===== src/rtl/phase_sequencer_pkg.sv =====
// ============================================================================
// Module      : cpu12_pkg
// Description : Shared sequencer state encoding, index-width helper and the
//               default phase / interrupt-line counts used by the 12-bit core.
// Revision    : 1.0 - initial parametrised release
// ============================================================================
`default_nettype none

package cpu12_pkg;

    localparam int DEF_NUM_PHASES = 3;
    localparam int DEF_IRQ_LINES  = 24;

    // The phase index is kept beside the state, not folded into it.
    typedef enum logic [1:0] {
        ST_IDLE  = 2'd0,
        ST_PHASE = 2'd1,
        ST_INT   = 2'd2
    } seq_state_e;

    function automatic int idx_w(input int n);
        return (n <= 1) ? 1 : $clog2(n);
    endfunction

endpackage

`default_nettype wire


===== src/rtl/phase_sequencer_if.sv =====
// ============================================================================
// Module      : phase_sequencer_if
// Description : Control, interrupt and status bundle of the phase sequencer.
// Revision    : 1.0 - initial parametrised release
// ============================================================================
`default_nettype none

interface phase_sequencer_if
    import cpu12_pkg::*;
#(
    parameter int NUM_PHASES = DEF_NUM_PHASES,
    parameter int IRQ_LINES  = DEF_IRQ_LINES,
    parameter int WS_W       = 4
) ();
    localparam int IDX_W = idx_w(IRQ_LINES);

    logic                  hold;
    logic                  mem_ready;
    logic [WS_W-1:0]       wait_states;
    logic                  end_early;
    logic                  int_en;
    logic [IRQ_LINES-1:0]  irq_mask;
    logic [IRQ_LINES-1:0]  irq;
    logic [NUM_PHASES-1:0] phase;
    logic                  int_phase;
    logic                  irq_taken;
    logic [IDX_W-1:0]      irq_vector;
    logic                  stalled;
    logic                  cycle_done;
    logic [IRQ_LINES-1:0]  pending;

    modport master (
        output hold, mem_ready, wait_states, end_early, int_en, irq_mask, irq,
        input  phase, int_phase, irq_taken, irq_vector, stalled, cycle_done, pending
    );

    modport slave (
        input  hold, mem_ready, wait_states, end_early, int_en, irq_mask, irq,
        output phase, int_phase, irq_taken, irq_vector, stalled, cycle_done, pending
    );

endinterface

`default_nettype wire


===== src/rtl/phase_sequencer_irq_latch.sv =====
// ============================================================================
// Module      : irq_latch
// Description : Rising-edge interrupt capture, pending register, masking and
//               lowest-index-first priority encoding.
// Revision    : 1.0 - initial parametrised release
// ============================================================================
`default_nettype none

module irq_latch
    import cpu12_pkg::*;
#(
    parameter int IRQ_LINES = DEF_IRQ_LINES,
    parameter int IDX_W     = idx_w(DEF_IRQ_LINES)
) (
    input  wire logic                 clk,
    input  wire logic                 rst,
    input  wire logic [IRQ_LINES-1:0] irq,
    input  wire logic [IRQ_LINES-1:0] irq_mask,
    input  wire logic                 clr_en,
    input  wire logic [IDX_W-1:0]     clr_idx,
    output logic      [IRQ_LINES-1:0] pending,
    output logic                      any_eligible,
    output logic      [IDX_W-1:0]     win_idx
);

    logic [IRQ_LINES-1:0] r_irq_d;
    logic [IRQ_LINES-1:0] r_pending;
    logic [IRQ_LINES-1:0] w_clr;
    logic [IRQ_LINES-1:0] w_elig;
    logic [IDX_W-1:0]     w_idx;

    assign w_clr  = clr_en ? (IRQ_LINES'(1) << clr_idx) : '0;
    assign w_elig = r_pending & irq_mask;

    // A fresh edge is OR-ed in after the clear so it survives a collision.
    always_ff @(posedge clk or negedge rst) begin
        if (!rst) begin
            r_irq_d   <= '0;
            r_pending <= '0;
        end else begin
            r_irq_d   <= irq;
            r_pending <= (r_pending & ~w_clr) | (irq & ~r_irq_d);
        end
    end

    always_comb begin
        w_idx = '0;
        for (int i = IRQ_LINES - 1; i >= 0; i--) begin
            if (w_elig[i]) begin
                w_idx = IDX_W'(i);
            end
        end
    end

    assign pending      = r_pending;
    assign any_eligible = |w_elig;
    assign win_idx      = w_idx;

endmodule

`default_nettype wire


===== src/rtl/phase_sequencer.sv =====
// ============================================================================
// Module      : phase_sequencer
// Description : One-hot instruction phase generator with wait states, early
//               termination and boundary interrupt-entry insertion.
// Revision    : 1.0 - initial parametrised release
// ============================================================================
`default_nettype none

module phase_sequencer
    import cpu12_pkg::*;
#(
    parameter int NUM_PHASES = DEF_NUM_PHASES,
    parameter int IRQ_LINES  = DEF_IRQ_LINES,
    parameter int WS_W       = 4
) (
    input  wire logic       clk,
    input  wire logic       rst,
    phase_sequencer_if.slave bus
);

    localparam int IDX_W = idx_w(IRQ_LINES);
    localparam int PH_W  = idx_w(NUM_PHASES);

    localparam logic [1:0]      c_st_idle  = ST_IDLE;
    localparam logic [1:0]      c_st_phase = ST_PHASE;
    localparam logic [1:0]      c_st_int   = ST_INT;
    localparam logic [PH_W-1:0] c_last_ph  = PH_W'(NUM_PHASES - 1);

    logic [1:0]       r_state;
    logic [PH_W-1:0]  r_ph_idx;
    logic [WS_W-1:0]  r_cnt;
    logic [IDX_W-1:0] r_vec;
    logic             r_done;

    logic             w_in_phase;
    logic             w_in_int;
    logic             w_complete;
    logic             w_boundary;
    logic             w_take_int;
    logic             w_clr_en;
    logic             w_any_elig;
    logic [IDX_W-1:0] w_win_idx;

    irq_latch #(
        .IRQ_LINES (IRQ_LINES),
        .IDX_W     (IDX_W)
    ) u_irq_latch (
        .clk          (clk),
        .rst          (rst),
        .irq          (bus.irq),
        .irq_mask     (bus.irq_mask),
        .clr_en       (w_clr_en),
        .clr_idx      (r_vec),
        .pending      (bus.pending),
        .any_eligible (w_any_elig),
        .win_idx      (w_win_idx)
    );

    assign w_in_phase = (r_state == c_st_phase);
    assign w_in_int   = (r_state == c_st_int);
    assign w_complete = w_in_phase && !bus.hold && (r_cnt == '0) && bus.mem_ready;
    assign w_boundary = w_complete && ((r_ph_idx == c_last_ph) || bus.end_early);
    assign w_take_int = w_boundary && bus.int_en && w_any_elig;
    assign w_clr_en   = w_in_int && !bus.hold;

    always_ff @(posedge clk or negedge rst) begin
        if (!rst) begin
            r_state  <= c_st_idle;
            r_ph_idx <= '0;
            r_cnt    <= '0;
            r_vec    <= '0;
            r_done   <= 1'b0;
        end else if (!bus.hold) begin
            // cycle_done is owed for the first unheld cycle after a boundary.
            r_done <= w_boundary;
            case (r_state)
                c_st_idle: begin
                    r_state  <= c_st_phase;
                    r_ph_idx <= '0;
                    r_cnt    <= bus.wait_states;
                end
                c_st_phase: begin
                    if (r_cnt != '0) begin
                        r_cnt <= r_cnt - WS_W'(1);
                    end else if (w_take_int) begin
                        r_state <= c_st_int;
                        r_vec   <= w_win_idx;
                    end else if (w_boundary) begin
                        r_ph_idx <= '0;
                        r_cnt    <= bus.wait_states;
                    end else if (w_complete) begin
                        r_ph_idx <= r_ph_idx + PH_W'(1);
                        r_cnt    <= bus.wait_states;
                    end
                end
                c_st_int: begin
                    r_state  <= c_st_phase;
                    r_ph_idx <= '0;
                    r_cnt    <= bus.wait_states;
                end
                default: begin
                    r_state <= c_st_idle;
                end
            endcase
        end
    end

    assign bus.phase      = w_in_phase ? (NUM_PHASES'(1) << r_ph_idx) : '0;
    assign bus.int_phase  = w_in_int;
    assign bus.irq_taken  = w_in_int && !bus.hold;
    assign bus.irq_vector = bus.irq_taken ? r_vec : '0;
    assign bus.stalled    = w_in_phase && !bus.hold && ((r_cnt != '0) || !bus.mem_ready);
    assign bus.cycle_done = r_done && !bus.hold;

endmodule

`default_nettype wire


===== src/flat_wrapper.sv =====
// flat-port wrapper written by rule: the top's interface ports become plain ports
module phase_sequencer_flat import cpu12_pkg::*;
#(
    parameter int NUM_PHASES = DEF_NUM_PHASES,
    parameter int IRQ_LINES  = DEF_IRQ_LINES,
    parameter int WS_W       = 4
)
  (clk, rst, bus_hold, bus_mem_ready, bus_wait_states, bus_end_early, bus_int_en, bus_irq_mask, bus_irq, bus_phase, bus_int_phase, bus_irq_taken, bus_irq_vector, bus_stalled, bus_cycle_done, bus_pending);
  phase_sequencer_if #(.NUM_PHASES(NUM_PHASES), .IRQ_LINES(IRQ_LINES), .WS_W(WS_W)) bus_i ();
  input  wire logic clk;
  input  wire logic rst;
  input wire logic [$bits(bus_i.hold)-1:0] bus_hold;
  input wire logic [$bits(bus_i.mem_ready)-1:0] bus_mem_ready;
  input wire logic [$bits(bus_i.wait_states)-1:0] bus_wait_states;
  input wire logic [$bits(bus_i.end_early)-1:0] bus_end_early;
  input wire logic [$bits(bus_i.int_en)-1:0] bus_int_en;
  input wire logic [$bits(bus_i.irq_mask)-1:0] bus_irq_mask;
  input wire logic [$bits(bus_i.irq)-1:0] bus_irq;
  output wire logic [$bits(bus_i.phase)-1:0] bus_phase;
  output wire logic [$bits(bus_i.int_phase)-1:0] bus_int_phase;
  output wire logic [$bits(bus_i.irq_taken)-1:0] bus_irq_taken;
  output wire logic [$bits(bus_i.irq_vector)-1:0] bus_irq_vector;
  output wire logic [$bits(bus_i.stalled)-1:0] bus_stalled;
  output wire logic [$bits(bus_i.cycle_done)-1:0] bus_cycle_done;
  output wire logic [$bits(bus_i.pending)-1:0] bus_pending;
  assign bus_i.hold = bus_hold;
  assign bus_i.mem_ready = bus_mem_ready;
  assign bus_i.wait_states = bus_wait_states;
  assign bus_i.end_early = bus_end_early;
  assign bus_i.int_en = bus_int_en;
  assign bus_i.irq_mask = bus_irq_mask;
  assign bus_i.irq = bus_irq;
  assign bus_phase = bus_i.phase;
  assign bus_int_phase = bus_i.int_phase;
  assign bus_irq_taken = bus_i.irq_taken;
  assign bus_irq_vector = bus_i.irq_vector;
  assign bus_stalled = bus_i.stalled;
  assign bus_cycle_done = bus_i.cycle_done;
  assign bus_pending = bus_i.pending;
  phase_sequencer #(.NUM_PHASES(NUM_PHASES), .IRQ_LINES(IRQ_LINES), .WS_W(WS_W)) u_core (.clk(clk), .rst(rst), .bus(bus_i));
endmodule

===== config.mk =====
export PLATFORM = sky130hd
export DESIGN_NAME = phase_sequencer_flat
export DESIGN_NICKNAME = d
export VERILOG_FILES = /design/src/rtl/phase_sequencer_pkg.sv /design/src/rtl/phase_sequencer_if.sv /design/src/rtl/phase_sequencer_irq_latch.sv /design/src/rtl/phase_sequencer.sv /design/src/flat_wrapper.sv
export SDC_FILE = /design/constraint.sdc
export NUM_CORES = 1
export LEC_CHECK = 0
export CAP_MARGIN = 20
export CORE_MARGIN = 5
export CORE_UTILIZATION = 40
export CTS_BUF_LIST = sky130_fd_sc_hd__clkbuf_4
export DETAILED_ROUTE_END_ITERATION = 12
export PLACE_DENSITY = 0.71
export RECOVER_POWER = 100
export SLEW_MARGIN = 20
export SYNTH_ARGS = -nofsm -noshare
export SYNTH_HDL_FRONTEND = slang
export SYNTH_SLANG_ARGS = --single-unit
export TNS_END_PERCENT = 100

===== constraint.sdc =====
create_clock -name clk -period 2.9 [get_ports clk]
set_input_delay 0.29 -clock clk [delete_from_list [all_inputs] [get_ports clk]]
set_output_delay 0.29 -clock clk [all_outputs]
set_load 0.005 [all_outputs]

==> results of run 1 <==
-- through the flow --
stage / total power [W] / cells / utilization [%] / setup WS (ps)
after floorplan: 0.001281 / 292 / - / 678.8
after global placement: 0.001519 / 485 / 55.38 / 295.3
after detailed placement: 0.001533 / 485 / 55.38 / 247.6
after CTS: 0.002096 / 500 / 57.15 / 402.9
after global routing: 0.002188 / 501 / 56.94 / 185.1
final: 0.002068 / 501 / 56.94 / 296.4
-- layout make-up --
cell class	count	share of cell area, %
Tap cell	99	3.048
Multi-Input combinational cell	193	28.94
Timing Repair Buffer	99	23.68
Inverter	33	3.048
Clock buffer	10	1.847
Sequential cell	62	38.18
Clock inverter	5	1.262
-- sequential cells by signal (all words and copies together) (netlist names) --
name / flops
u_core.r_cnt: 4
u_core.r_done: 1
u_core.r_ph_idx: 2
u_core.r_state: 2
u_core.r_vec: 5
u_core.u_irq_latch.pending: 24
u_core.u_irq_latch.r_irq_d: 24
-- layer usage --
metal | global-route usage [%] | up-vias | routed length (um)
met4 | 5.889 | 0 | 89
met5 | 0 | - | 0
met2 | 30.06 | 100 | 3759
met3 | 7.092 | 8 | 689
met1 | 23.51 | 1259 | 3449
li1 | - | 1267 | -
-- where the power goes --
group          total (W)  switching (W)  internal [W]
combinational   0.000493       0.000237      0.000256
sequential       0.00101      0.0000740      0.000936
clock           0.000564       0.000302      0.000262
total            0.00207       0.000613       0.00145
-- layout by cell type (no fill, tap or decap), drive strengths merged, types with 6 or more instances in the layout --
| cell | n |
|---|---|
| a22oi | 6 |
| clkdlybuf4s50 | 35 |
| a21oi | 10 |
| nand2 | 29 |
| nand2b | 8 |
| dlygate4sd3 | 58 |
| o21ai | 57 |
| nor2b | 8 |
| inv | 33 |
| dfrtp | 62 |
| nor2 | 8 |
| a22o | 6 |
| clkbuf | 14 |
-- critical path: stages (launching register included) --
cell and delay [ps]:
sky130_fd_sc_hd__dfrtp_1 440, sky130_fd_sc_hd__inv_1 80, sky130_fd_sc_hd__ha_1 190, sky130_fd_sc_hd__nor4bb_1 540
sky130_fd_sc_hd__nor2b_1 90, sky130_fd_sc_hd__dlygate4sd3_1 590
-- path summary, 6_finish.rpt --
kind,start,to,slack [ps],depth (start not counted)
setup / recovery,u_core.r_cnt[0],bus_stalled,300,5
hold / removal,u_core.u_irq_latch.r_irq_d[23],u_core.u_irq_latch.pending[23],410,1
setup reg to reg,u_core.u_irq_latch.pending[8],u_core.r_cnt[1],360,6
hold reg to reg,u_core.u_irq_latch.r_irq_d[23],u_core.u_irq_latch.pending[23],410,1
max in group asynchronous,rst,u_core.u_irq_latch.r_irq_d[17],1210,3
min in group asynchronous,rst,u_core.u_irq_latch.pending[22],650,2
-- timing repair --
action                                 CTS  global route
hold buffers                             0             1
endpoints found under the hold margin    0            47
resized for setup                        0             0
-- logic make-up (layout without fill, tap and decap cells) --
family | count (synthesis) | count (layout) | share of synthesized area [%]
AO/OA/AOI/OAI | 109 | 109 | 24.23
AND/OR/NAND/NOR | 78 | 78 | 14.42
flip-flops | 62 | 62 | 53.84
buffers and inverters | 37 | 147 | 4.863
adder cells (fa/ha/maj) | 4 | 4 | 1.737
multiplexers | 2 | 2 | 0.9117
==> results.json, run 1 <==
{
  "final_setup_violation_count": 0,
  "n_antenna_cell": 0,
  "port-buffer-count": 93,
  "synthDominantAreaCellType": "sky130_fd_sc_hd__dfrtp_1",
  "run_status": "completed",
  "cts-root-to-sink-buffers": 2,
  "hold_path_class": "flop to flop",
  "tightest_slew_ps": 1168,
  "drt_first_pass_iters": 4,
  "timing.hold.ws_ps": 414.3,
  "synth_async_sr_flop_share_pct": 100.0,
  "postSynthRegisterBits": 62,
  "total_congestion_overflow": 0,
  "relSlewSlack_pct": 22.12,
  "yosysWarnings": 0,
  "fmax_ghz": 0.3841,
  "finish.instance_area_mm2": 0.004064,
  "synthToLayoutAreaGrowth_pct": 41.03,
  "drt.antenna.violating_nets": 0,
  "post-cts-setup-buffer-count": 0,
  "synth.lib_cells_used.distinct": 45,
  "final_net_count": 460,
  "timing.critical_path.required_ps": 2610,
  "worst_clock_skew_ps": 15.53,
  "clkTransAtPathRegs_ps": 110,
  "regArea_mm2": 0.001551,
  "syn_inst": 292,
  "ctsHtreeMaxLevel": 3,
  "top_level_ports": 94,
  "placed_area_mm2": 0.003953,
  "timing.critical_path.fanout_max": 5,
  "multiInputGateArea_mm2": 0.001176,
  "fp.dieArea_mm2": 0.009001,
  "cellLeakagePower_nw": 1.637,
  "cts_tree": "done",
  "min_period_over_period_pct": 89.78,
  "gp_congestion": 0.8953,
  "synth.most_common_cell": "sky130_fd_sc_hd__dfrtp_1",
  "routed_vias_inst": 5.257,
  "totalWireLength_um": 7987,
  "die_h_um": 94.88,
  "root_buffer": "sky130_fd_sc_hd__clkbuf_4",
  "unrepaired_setup_endpoints_after_global_routing": "no",
  "power_per_cell_area_mw_per_mm2": 508.8,
  "synth_edf_count": 0,
  "mean_instance_size_in_the_synthesized_netlist_um2": 9.868,
  "share_of_synthesized_area_occupied_by_flip_flops_and_latches_pct": 53.84,
  "timing_max_transition_violations_final": 0,
  "initial_utilization_pct": 40.38,
  "final.fill_count": 677,
  "grt_first_pass_wirelength_um": 12920,
  "synthDominantCellAreaShare_pct": 53.84,
  "clk-insertion-delay-late_ps": 400,
  "synth-main-ff-cell": "sky130_fd_sc_hd__dfrtp_1",
  "post_route_cells_drive_above_1_share_pct": 5.721,
  "maxCapViolCount": 0,
  "grt_pass1_vias": 2728,
  "setup.worst_path.start_class": "flop",
  "syn_nets": 354,
  "grt_max_degree": 50,
  "route.detailed.drc": 0,
  "chipWidth_um": 94.88,
  "core.rowCount": 31,
  "layout_min_cycle_time_ps": 2604,
  "vdd_ir_drop_max_mv": 0.2206,
  "track_usage_pct": 18.78,
  "initialDrtViolationCount": 94,
  "synth.top_cells.by_count": "sky130_fd_sc_hd__dfrtp_1, sky130_fd_sc_hd__o21ai_0, sky130_fd_sc_hd__inv_1",
  "tritoncts_sink_count": 62,
  "post_synthesis_instance_area_mm2": 0.002882,
  "num_vias": 2634,
  "cts-buffers-inserted": 9,
  "cp-end-kind": "primary output",
  "wl_per_cell_um": 15.94,
  "hold_vio_cnt_final": 0,
  "post_synth_main_area_contributors": "sky130_fd_sc_hd__dfrtp_1, sky130_fd_sc_hd__o21ai_0, sky130_fd_sc_hd__inv_1, sky130_fd_sc_hd__nand2_1, sky130_fd_sc_hd__a22o_1",
  "antenna_found_initial": 0,
  "worst-endpoint-arrival_ps": 2310,
  "path_class": "flop to primary output",
  "finalSetupTns_ps": 0,
  "detailedPlacementHpwl_um": 6224,
  "coreArea_mm2": 0.007137
}
No activity file was read; power rests on OpenSTA's default activity.
==> run 2: changes to the inputs <==
--- a/config.mk
+++ b/config.mk
@@ -12,6 +12,7 @@
 export DETAILED_ROUTE_END_ITERATION = 12
 export PLACE_DENSITY = 0.71
 export RECOVER_POWER = 100
+export SKIP_CTS_REPAIR_TIMING = 1
 export SLEW_MARGIN = 20
 export SYNTH_ARGS = -nofsm -noshare
 export SYNTH_HDL_FRONTEND = slang
==> constraint.sdc (replaced) <==
create_clock -name clk -period 2.43 [get_ports clk]
set_input_delay 0.243 -clock clk [delete_from_list [all_inputs] [get_ports clk]]
set_output_delay 0.243 -clock clk [all_outputs]
set_load 0.005 [all_outputs]
==> results.json, run 2 (synthesis gave the netlist of run 1 again) <==
{
  "violated_checks": "max-capacitance violations",
  "relSlewSlack_pct": 0.6341,
  "hold_vio_cnt_final": 0,
  "maxCapViolCount": 1,
  "timing.critical_path.required_ps": 2720,
  "antenna_found_initial": 0,
  "timing.hold.ws_ps": 285.7,
  "synthToLayoutAreaGrowth_pct": 45.64,
  "drt.antenna.violating_nets": 0,
  "timing_max_transition_violations_final": 0,
  "root_buffer": "sky130_fd_sc_hd__clkbuf_4",
  "cellLeakagePower_nw": 1.712,
  "pwr-share-comb_pct": 24.1,
  "top_level_ports": 94,
  "ctsHtreeMaxLevel": 3,
  "run_status": "finished with violations",
  "setup.worst_path.start_class": "flop",
  "timing.critical_path.fanout_max": 5,
  "total_congestion_overflow": 0,
  "route.detailed.drc": 0,
  "clkTransAtPathRegs_ps": 110,
  "final_setup_violation_count": 0,
  "clock_power_share_pct": 27.5,
  "port-buffer-count": 93,
  "post_route_cells_drive_above_1_share_pct": 10.82,
  "power_switching_share_pct": 30.41,
  "power_per_cell_area_mw_per_mm2": 598.1,
  "num_vias": 2662,
  "path_class": "flop to flop",
  "die_h_um": 94.88,
  "most_common_library_cell_in_the_layout_ignoring_fill_and_taps": "sky130_fd_sc_hd__dfrtp_1",
  "cts-root-to-sink-buffers": 2,
  "drt_first_pass_iters": 7,
  "final.fill_count": 642,
  "regToRegSetupSlack_ps": 90,
  "gp_congestion": 0.8477,
  "sequential_group_share_of_total_power_pct": 48.4,
  "chipWidth_um": 94.88,
  "worst-endpoint-arrival_ps": 2630,
  "grt_first_pass_wirelength_um": 13080,
  "wl_per_cell_um": 15.66,
  "initialDrtViolationCount": 231,
  "min_period_over_period_pct": 96.46,
  "worst_clock_skew_ps": 11.44,
  "vdd_ir_drop_max_mv": 0.2740,
  "detailedPlacementHpwl_um": 6218,
  "routed_vias_inst": 5.169,
  "cts_tree": "done",
  "dpl.cell_count": 499,
  "final_cell_mix": "sky130_fd_sc_hd__dfrtp_1, sky130_fd_sc_hd__o21ai_0, sky130_fd_sc_hd__dlygate4sd3_1, sky130_fd_sc_hd__clkdlybuf4s50_1, sky130_fd_sc_hd__inv_1",
  "grt_max_degree": 63,
  "totalWireLength_um": 8065,
  "final_net_count": 473,
  "internal-power_w": 0.001747,
  "stdcell_count": 515,
  "core.rowCount": 31,
  "fmax_ghz": 0.4266,
  "tightest_slew_ps": 1490,
  "fp.dieArea_mm2": 0.009001,
  "cp-end-kind": "flop",
  "unrepaired_setup_endpoints_after_global_routing": "no",
  "track_usage_pct": 18.94,
  "n_antenna_cell": 0,
  "coreArea_mm2": 0.007137,
  "initial_utilization_pct": 40.38,
  "finalSetupTns_ps": 0,
  "clk-insertion-delay-late_ps": 400,
  "netSwitchingPower_w": 0.0007632,
  "grt_pass1_vias": 2645,
  "cts-buffers-inserted": 9,
  "layout_min_cycle_time_ps": 2344,
  "hold_path_class": "primary input to asynchronous set/reset pin",
  "tritoncts_sink_count": 62
}
-- run 2: cell type report --
class	count	area (um2)	area share, %
flip-flops and latches	62	1553	37.00
multi-input cells	193	1197	28.53
repair buffers	112	1066	25.40
inverters	33	123.9	2.952
well taps	99	123.9	2.952
clock buffers	9	67.56	1.610
clock inverters	7	65.06	1.550
-- run 2: layer usage --
metal / up-vias / track usage (%) / wire [um]
met5: - / 0 / 0
met4: 0 / 6.010 / 85
met3: 11 / 5.179 / 609
met2: 110 / 29.36 / 3742
met1: 1247 / 25.80 / 3627
li1: 1294 / - / -
-- run 2: power groups by stage --
stage          clock network, W  logic [W]  registers, W
2_1_floorplan                 0   0.000331       0.00120
3_3_place_gp                  0   0.000609       0.00122
3_5_place_dp                  0   0.000619       0.00123
4_1_cts                0.000700   0.000623       0.00120
5_1_grt                0.000743   0.000677       0.00123
6_report               0.000691   0.000605       0.00121
-- run 2: through the flow --
step / worst slack (ps) / power (W) / utilization (%) / instance area (um2)
detailed placement: -76.14 / 0.001844 / 56.85 / 4058
floorplan: 208.8 / 0.001529 / - / 2882
global placement: -64.63 / 0.001828 / 56.85 / 4058
finish: 86.01 / 0.002510 / 58.80 / 4197
global route: 22.62 / 0.002649 / 58.80 / 4197
CTS: -30.45 / 0.002528 / 58.71 / 4190
-- run 2: worst paths after layout --
path	from	end	depth (start not counted)
hold reg to reg	u_core.u_irq_latch.r_irq_d[8]	u_core.u_irq_latch.pending[8]	1
max in group asynchronous	rst	u_core.r_state[0]	2
hold / removal	rst	u_core.u_irq_latch.pending[23]	2
setup reg to reg	u_core.u_irq_latch.pending[8]	u_core.r_cnt[1]	6
setup / recovery	u_core.u_irq_latch.pending[8]	u_core.r_cnt[1]	6
min in group clk	bus_irq[3]	u_core.u_irq_latch.r_irq_d[3]	1
-- run 2: worst max-delay path, stage by stage (launching register included) --
cell	delay (ps)
sky130_fd_sc_hd__dfrtp_1	440
sky130_fd_sc_hd__a22o_1	260
sky130_fd_sc_hd__or4_4	550
sky130_fd_sc_hd__o41ai_1	330
sky130_fd_sc_hd__a21oi_1	100
sky130_fd_sc_hd__or2_4	260
sky130_fd_sc_hd__mux2_4	290
==> run 3: changes to the inputs <==
==> constraint.sdc (replaced) <==
create_clock -name clk -period 2.43 [get_ports clk]
set_input_delay 0.243 -clock clk [delete_from_list [all_inputs] [get_ports clk]]
set_output_delay 0.243 -clock clk [all_outputs]
set_load 0.01 [all_outputs]
==> results.json, run 3 (synthesis gave the netlist of run 1 again) <==
{
  "run_status": "finished with violations",
  "violated_checks": "max-capacitance violations, max-slew violations",
  "chipWidth_um": 94.88,
  "worst-endpoint-arrival_ps": 2600,
  "groute.layer.met1.usage_pct": 25.71,
  "crit_buf_inv": 0,
  "cts_tree": "done",
  "most_congested_layer_reported_by_global_routing": "met2",
  "core.rowCount": 31,
  "power_per_cell_area_mw_per_mm2": 575.9,
  "ctsHtreeMaxLevel": 3,
  "worst_path_depth": 6,
  "route.detailed.drc": 0,
  "top_level_ports": 94,
  "totalWireLength_um": 8221,
  "final_net_count": 476,
  "timing.hold.ws_ps": 289.1,
  "timing.critical_path.fanout_max": 5,
  "multiInputGateArea_mm2": 0.001217,
  "cellLeakagePower_nw": 1.733,
  "hold_path_class": "primary input to asynchronous set/reset pin",
  "layout_min_cycle_time_ps": 2304,
  "cts-root-to-sink-buffers": 2,
  "post_route_cells_drive_above_1_share_pct": 12.17,
  "setup.worst_path.start_class": "flop",
  "num_vias": 2721,
  "track_usage_pct": 19.54,
  "critical_path.slowest_cell": "sky130_fd_sc_hd__or4_4",
  "grt_first_pass_wirelength_um": 13430,
  "routed_vias_inst": 5.253,
  "finalSetupTns_ps": 0,
  "clkTransAtPathRegs_ps": 110,
  "timing.critical_path.required_ps": 2720,
  "final_setup_violation_count": 0,
  "relSlewSlack_pct": -1.763,
  "crit_path_cell_trace": "a22o_1, or4_4, o41ai_2, a21oi_1, or2_4, mux2_4",
  "tritoncts_sink_count": 62,
  "final_cell_mix": "sky130_fd_sc_hd__dfrtp_1, sky130_fd_sc_hd__dlygate4sd3_1, sky130_fd_sc_hd__o21ai_0, sky130_fd_sc_hd__clkdlybuf4s50_1, sky130_fd_sc_hd__inv_1",
  "min_period_over_period_pct": 94.83,
  "most_common_library_cell_in_the_layout_ignoring_fill_and_taps": "sky130_fd_sc_hd__dfrtp_1",
  "root_buffer": "sky130_fd_sc_hd__clkbuf_4",
  "stdcell_count": 518,
  "coreArea_mm2": 0.007137,
  "global_routing_usage_on_met3_pct": 5.817,
  "worst_clock_skew_ps": 15.11,
  "final.fill_count": 645,
  "wl_per_cell_um": 15.87,
  "grt_max_degree": 63,
  "synthToLayoutAreaGrowth_pct": 46.29,
  "detailedPlacementHpwl_um": 6334,
  "unrepaired_setup_endpoints_after_global_routing": "no",
  "maxCapViolCount": 1,
  "vdd_ir_drop_max_mv": 0.3052,
  "gp_congestion": 0.8518,
  "timing_max_transition_violations_final": 63,
  "regArea_mm2": 0.001553,
  "initialDrtViolationCount": 160,
  "grt_pass1_vias": 2712,
  "antenna_found_initial": 0,
  "port-buffer-count": 93,
  "hold_vio_cnt_final": 0,
  "fp.dieArea_mm2": 0.009001,
  "initial_utilization_pct": 40.38,
  "critical-path-top-delay-family": "simple AND/OR/NAND/NOR gates",
  "groute.layer.met2.usage_pct": 30.53,
  "clk-insertion-delay-late_ps": 400,
  "path_class": "flop to flop",
  "drt.antenna.violating_nets": 0,
  "dpl.cell_count": 502,
  "n_antenna_cell": 0,
  "drt_first_pass_iters": 4,
  "fmax_ghz": 0.4340,
  "timing.critical_path.slowest_cell_delay_ps": 570,
  "tightest_slew_ps": 1526,
  "die_h_um": 94.88,
  "finalCoreUtilization_pct": 59.06,
  "total_congestion_overflow": 0,
  "cp-end-kind": "flop",
  "worst-r2r-cell-count": 6,
  "regToRegSetupSlack_ps": 130,
  "cts-buffers-inserted": 9
}
run 3: changes by cell type in the layout (fill, tap and decap cells not counted), moves of 2 or more:
cell                              change
sky130_fd_sc_hd__and2_0               -3
sky130_fd_sc_hd__and2_1               +3
sky130_fd_sc_hd__buf_4                +2
sky130_fd_sc_hd__clkdlybuf4s50_1      -2
sky130_fd_sc_hd__dlygate4sd3_1        +2
run 3: worst reg2reg max path: stages, from the launching register on:
cell and delay, ps:
sky130_fd_sc_hd__dfrtp_1 430, sky130_fd_sc_hd__a22o_1 260, sky130_fd_sc_hd__or4_4 570, sky130_fd_sc_hd__o41ai_2 290, sky130_fd_sc_hd__a21oi_1 80, sky130_fd_sc_hd__or2_4 260
sky130_fd_sc_hd__mux2_4 290
run 3: per-stage QoR:
| stage | total power [W] | worst slack [ps] | instance area (um2) |
|---|---|---|---|
| 2_1_floorplan | 0.001541 | 180.2 | 2882 |
| 3_3_place_gp | 0.001848 | -63.71 | 4080 |
| 3_5_place_dp | 0.001867 | -89.06 | 4080 |
| 4_1_cts | 0.002449 | -1.696 | 4189 |
| 5_1_grt | 0.002582 | 38.59 | 4215 |
| 6_report | 0.002428 | 125.6 | 4215 |
run 3: cell type report:
class / instances / area share, %
Sequential cell: 62 / 36.84
Tap cell: 99 / 2.939
Clock inverter: 7 / 0.9795
Inverter: 33 / 2.939
Multi-Input combinational cell: 193 / 28.88
Timing Repair Buffer: 115 / 25.82
Clock buffer: 9 / 1.603
run 3: per-layer routing:
metal	routed length [um]	part of all wire, %	vias up
met3	673	8.2	12
li1	-	-	1297
met4	158	1.9	0
met2	3838	47	103
met1	3550	43	1309
met5	0	0	-
run 3: worst paths after layout:
check | start | end
max | u_core.u_irq_latch.pending[8] | u_core.r_cnt[1]
min | rst | u_core.u_irq_latch.pending[23]
max reg2reg | u_core.u_irq_latch.pending[8] | u_core.r_cnt[1]
min reg2reg | u_core.u_irq_latch.r_irq_d[23] | u_core.u_irq_latch.pending[23]
max in group asynchronous | rst | u_core.r_state[0]
min in group clk | bus_irq[0] | u_core.u_irq_latch.r_irq_d[0]
run 3: power breakdown:
part / internal [W] / switching [W]
logic: 0.000328 / 0.000299
clock network: 0.000201 / 0.000388
registers: 0.00112 / 0.0000947
total: 0.00165 / 0.000781
